==> src/rtl/rot_feed_queue.sv <==
// rot_feed_queue: command FIFO and registered result stage around an external
// 4-bit combinational right-rotator. Commands {word, amount} are queued. The
// head entry drives the rotator. The rotator output is captured into a
// back-pressurable result register at up to one result per cycle.
module rot_feed_queue #(
    parameter  int DEPTH = 4,
    localparam int CW    = $clog2(DEPTH) + 1
) (
    input  logic          clk,
    input  logic          rst,
    input  logic          in_valid,
    output logic          in_ready,
    input  logic [3:0]    in_data,
    input  logic [1:0]    in_sel,
    output logic [3:0]    rot_q,
    output logic [1:0]    rot_sel,
    input  logic [3:0]    rot_shifted,
    output logic          out_valid,
    input  logic          out_ready,
    output logic [3:0]    out_data,
    output logic [1:0]    out_sel,
    output logic [CW-1:0] count
);

    localparam int            AW   = $clog2(DEPTH);
    localparam logic [CW-1:0] FULL = CW'(DEPTH);

    // Each entry is packed as {word, amount}.
    logic [5:0]    mem_q [DEPTH];
    logic [AW-1:0] wr_ptr_q, wr_ptr_d;
    logic [AW-1:0] rd_ptr_q, rd_ptr_d;
    logic [CW-1:0] count_q, count_d;
    logic          out_valid_q, out_valid_d;
    logic [3:0]    out_data_q, out_data_d;
    logic [1:0]    out_sel_q, out_sel_d;

    logic       push;
    logic       pop;
    logic       free;
    logic [5:0] head;

    // Handshake qualifiers and head-of-queue drive toward the rotator.
    always_comb begin
        in_ready = (count_q != FULL) & ~rst;
        push     = in_valid & in_ready;
        free     = ~out_valid_q | out_ready;
        // A command pushed this cycle is not yet counted, so it cannot pop in the same cycle.
        pop      = (count_q != '0) & free;
        head     = mem_q[rd_ptr_q];
        if (count_q != '0) begin
            rot_q   = head[5:2];
            rot_sel = head[1:0];
        end else begin
            rot_q   = '0;
            rot_sel = '0;
        end
    end

    // Next-state for pointers, occupancy and the result register.
    always_comb begin
        // NOTE: every combinational output gets a default first, so no path leaves a value
        // unassigned and no latch is inferred.
        wr_ptr_d    = wr_ptr_q;
        rd_ptr_d    = rd_ptr_q;
        count_d     = count_q;
        out_valid_d = out_valid_q;
        out_data_d  = out_data_q;
        out_sel_d   = out_sel_q;

        if (push) begin
            wr_ptr_d = wr_ptr_q + 1'b1;
        end

        if (pop) begin
            rd_ptr_d    = rd_ptr_q + 1'b1;
            out_valid_d = 1'b1;
            out_data_d  = rot_shifted;
            out_sel_d   = head[1:0];
        end else if (out_ready) begin
            // The held result was taken downstream and nothing replaces it.
            out_valid_d = 1'b0;
        end

        case ({push, pop})
            2'b10:   count_d = count_q + 1'b1;
            2'b01:   count_d = count_q - 1'b1;
            default: count_d = count_q;
        endcase
    end

    // Control and result state, with synchronous reset.
    always_ff @(posedge clk) begin
        // NOTE: sequential state uses non-blocking assignments so every flop samples
        // pre-edge values regardless of block ordering.
        if (rst) begin
            wr_ptr_q    <= '0;
            rd_ptr_q    <= '0;
            count_q     <= '0;
            out_valid_q <= 1'b0;
            out_data_q  <= '0;
            out_sel_q   <= '0;
        end else begin
            wr_ptr_q    <= wr_ptr_d;
            rd_ptr_q    <= rd_ptr_d;
            count_q     <= count_d;
            out_valid_q <= out_valid_d;
            out_data_q  <= out_data_d;
            out_sel_q   <= out_sel_d;
        end
    end

    // FIFO storage write on an accepted command.
    always_ff @(posedge clk) begin
        // NOTE: the storage array is deliberately not reset; count and the pointers
        // define which entries are meaningful.
        if (push) begin
            mem_q[wr_ptr_q] <= {in_data, in_sel};
        end
    end

    assign out_valid = out_valid_q;
    assign out_data  = out_data_q;
    assign out_sel   = out_sel_q;
    assign count     = count_q;

endmodule

==> config.mk <==
export PLATFORM = sky130hd
export DESIGN_NAME = rot_feed_queue
export DESIGN_NICKNAME = d
export VERILOG_FILES = /design/src/rtl/rot_feed_queue.sv
export SDC_FILE = /design/constraint.sdc
export NUM_CORES = 1
export LEC_CHECK = 0
export BUFFER_PORTS_ARGS = -buffer_cell sky130_fd_sc_hd__clkbuf_2
export CAP_MARGIN = 10
export CORE_ASPECT_RATIO = 2
export CORE_MARGIN = 10
export CORE_UTILIZATION = 30
export CTS_BUF_LIST = sky130_fd_sc_hd__clkbuf_2 sky130_fd_sc_hd__clkbuf_4 sky130_fd_sc_hd__clkbuf_8
export DETAILED_ROUTE_END_ITERATION = 7
export SLEW_MARGIN = 20
export SYNTH_ARGS = -nofsm -noshare
export SYNTH_HDL_FRONTEND = slang
export SYNTH_SLANG_ARGS = --single-unit
==> constraint.sdc <==
create_clock -name clk -period 3 [get_ports clk]
set_clock_uncertainty 0.15 [all_clocks]
set_input_delay 0.45 -clock clk [delete_from_list [all_inputs] [get_ports clk]]
set_output_delay 0.45 -clock clk [all_outputs]
set_load 0.1 [all_outputs]
Word level (Yosys, flattened, before mapping)
Memory sizes are Yosys's and may differ from the RTL's. A register that Yosys moved wholly into a read port is not among the register bits.
Cells that the tools add are included.
{"block": "totals", "in_bits": 14, "ff_bits": 14, "memories": 1, "ramBits": 24}
{"name": "mem_q", "depth": 4, "word_bits": 6, "rd": 1, "rd_ports_with_merged_regs": 1, "write_ports": 1, "line": "29", "source": "logic [5:0] mem_q [DEPTH];"}
{"block": "op_classes", "n_mux": 9, "addsub": 4, "bitwise": 6, "reduce_logical": 3, "eq_ne": 3}
{"op": "$mux W2", "count": 3}
{"op": "$pmux W3 S2", "count": 1}
{"op": "$add A2 B1 Y2 const B", "count": 2}
{"op": "$mux W1", "count": 4}
{"op": "$mux W4", "count": 1}
{"op": "$reduce_bool A2 Y1", "count": 2}
{"op": "$add A3 B1 Y3 const B", "count": 1}
{"op": "$and A1 B1 Y1", "count": 3}
{"op": "$ne A3 B3 Y1 const B", "count": 1}
{"op": "$reduce_bool A3 Y1", "count": 1}
{"op": "$sub A3 B1 Y3 const B", "count": 1}
{"op": "$eq A2 B1 Y1 const B", "count": 1}
{"op": "$eq A2 B2 Y1 const B", "count": 1}
{"op": "$not A1 Y1", "count": 2}
{"op": "$or A1 B1 Y1", "count": 1}

Logic depth before layout (Yosys ltp)
{"block": "logic_depth", "depth_word": 5, "mapped_depth": 9}

Least setup slack after synthesis
Ideal clock, no wire load.
{"block": "synth_path", "path_kind": "register -> output", "from": "reg count_q[0], in the netlist count[0]", "to": "out in_ready", "arrival_time_ps": 2506, "stages_incl_launch_ff": 3, "setup_slack_ps": -106, "required_ps": 2400, "cell_sequence": "dfxtp_1 -> nor3b_2 -> nor2_1"}
{"block": "synth_via", "elab_chain_cells": 2}
{"item": "from (decl)", "line": "32", "source": "logic [CW-1:0] count_q, count_d;"}
{"item": "from (signal assigned)", "line": "105", "source": "count_q <= count_d;"}
{"item": "$ne A3 B3 Y1", "line": "44", "source": "in_ready = (count_q != FULL) & ~rst;"}
{"item": "$and A1 B1 Y1", "line": "44"}
{"item": "to (decl)", "line": "12", "source": "output logic in_ready,"}
No other way between the ends.

==> impl_metrics.toml <==
[placement]
io_buffers = 30
dp.cells = 207
dp.final_hpwl_um = 2340
gp_congestion = 0.729

[logic_synthesis]
syn_area_sq_um = 1660
ys_async_sr_fraction_pct = 0
synth.yosys.seq_area_share_pct = 62.6
synth_ff_type = "edfxtp_1"
ys.warnings.count = 0
yosys_register_bits = 40
synth_edf_count = 24
netlist_instances = 122
syn-num-nets = 142
syn_area_per_cell_sq_um = 13.6
yosysUniqueCellTypes = 25

[worst_setup_path]
crit_required_ps = 2400
r2r-end = "count[2]$_SDFFE_PP0P_"
slowest_delay_ps = 570
cp.depth = 3
cp_cell_sequence = "mux4_2, and2_1, clkbuf_2"
critPathBufInv = 1
arrival_ps = 1970
crit_fanout = 6
reg2reg_slack_ps = 630
critPathCaptureType = "output pin"
timing.rr.start = "count[2]$_SDFFE_PP0P_"
r2r_cells = 9
criticalPathCategory = "reg -> out"
crit_family = "flip-flops"
critPathSlowestCell = "dfxtp_1"
startpoint_type = "flip-flop"
cp-endpoint = "rot_sel[0]"

[run]
cap_violations = 0

[global_route]
grt_first_pass_wirelength_um = 5200
track_usage_pct = 7.48
overflow = 0
antenna_found_initial = 0
grt_max_degree = 19
grt_pass1_vias = 1070

[detailed_routing]
wl_met2_um = 1750
drt_first_pass_iters = 3
drcViolationCount = 0
wl_met1_um = 1180
wirelength_um = 3080
wire_per_inst_um = 14.3
vias = 1011
ant_nets = 0
via_per_inst = 4.70
highest_layer = "met4"
dr.first_iter.drc_count = 20
met3_length_um = 74

[layout]
num_antenna_cells = 0
final_common_cell = "clkbuf_2"
syn2layout_area_growth_pct = 20.3
fillers = 578
layoutNonFillerInstCount = 215
post-route-util_pct = 36.9
seqCellArea_sq_um = 1040
nets = 174
multiInputGateArea_sq_um = 574
drive_gt1_share_pct = 32.3
mostFrequentLayoutCells = "clkbuf_2, edfxtp_1, dfxtp_1"

[clock_tree]
clkTransAtPathRegs_ps = 70
clockBufferDepth = 2
cts_resized = 0
cts_sinks = 40
cts_tree = "done"
numCtsBuffers = 5
root_buffer = "clkbuf_8"
clock_latency_ps = 280
postCtsSetupRepairBufs = 0
ctsHoldBuffers = 0
htreeDepth = 2

[min_path]
hold_path.class = "in -> reg"
worstHoldPathCells = 1
hp-start = "in_data[0]"

[die]
die-area_sq_um = 9100
die_w_um = 72.6
initial_core_util_pct = 30.7
io_pins = 31
std_cell_rows = 38
fp.coreArea_sq_um = 5420
die_y_um = 125

[timing]
finalMaxSlewViolations = 0
tightest_slew_ps = 551
finalCritPeriodShare_pct = 85.8
period_needed_ps = 2570
rsz0062_at_grt = "no"
hold_viol = 0
hold_ws_ps = 237
tns_ps = 0
max_freq_mhz = 389
finalSetupViolations = 0
max-slew-margin-rel_pct = 63.4

[run_status]
status = "complete, no violations"
layout make-up:
class	count	share of cell area (%)
Inverter	7	1.31
Tap cell	60	3.75
Multi-Input combinational cell	69	28.7
Sequential cell	40	52.0
Timing Repair Buffer	31	7.88
Clock inverter	1	1.50
Clock buffer	7	4.82
metal layers:
metal | vias to the layer above | global-route usage (%)
met5 | - | 0
met1 | 490 | 7.37
met4 | 0 | 4.38
met2 | 16 | 13.2
met3 | 5 | 2.06
li1 | 500 | -
sequential cells by signal (all words and copies together) (netlist names), named ones only:
signal	count
mem_q	24
out_data	4
wr_ptr_q	2
out_valid	1
out_sel	2
count	3
rd_ptr_q	2
how the worst min path moves through the flow:
stage | to | slack, ps
global route | mem_q[0][4]$_DFFE_PP_ | 230
finish | mem_q[0][2]$_DFFE_PP_ | 240
CTS | mem_q[0][4]$_DFFE_PP_ | 230
detailed placement | out_sel[0]$_SDFFE_PP0P_ | 320
global placement | out_data[3]$_SDFFE_PP0P_ | 320
floorplan | wr_ptr_q[0]$_SDFFE_PP0P_ | 330
cell families (layout without fill, tap and decap cells):
group	Yosys count	after routing	synth area share [%]
buf+inv	13	46	3.01
compound gates	21	21	6.77
simple gates	32	32	12.2
xor+xnor	2	2	1.05
fa+ha+maj	6	6	4.97
mux	8	8	9.41
flops	40	40	62.6
Yosys cell counts (5+ instances only):
cell type	instances	area share, %
and2_1	10	3.8
nor2_1	7	1.6
edfxtp_1	24	43
o21ai_0	8	2.4
inv_1	7	1.6
a21oi_1	11	3.3
dfxtp_1	16	19
clkbuf_1	5	1.1
nand3_1	6	1.8
mux4_2	6	8.1
ha_1	5	3.8
stage by stage:
| stage | area [sq um] | setup WS [ps] |
|---|---|---|
| 3_3_place_gp | 1870 | 642 |
| 5_1_grt | 2000 | 285 |
| 6_report | 2000 | 426 |
| 2_1_floorplan | 1670 | 63.8 |
| 3_5_place_dp | 1870 | 579 |
| 4_1_cts | 2000 | 356 |
worst reg2reg max path: stages, from the launching register on:
cell and delay [ps]:
dfxtp_1 430, nor3b_2 340, nor3b_4 110, inv_1 70
ha_1 170, inv_1 60, fa_1 370, xor2_1 160
or3_1 310, a21oi_1 140
Power is left out: the tool's default activity adds up to more than one toggle a clock period on the data nets, which glitch-free logic cannot reach.
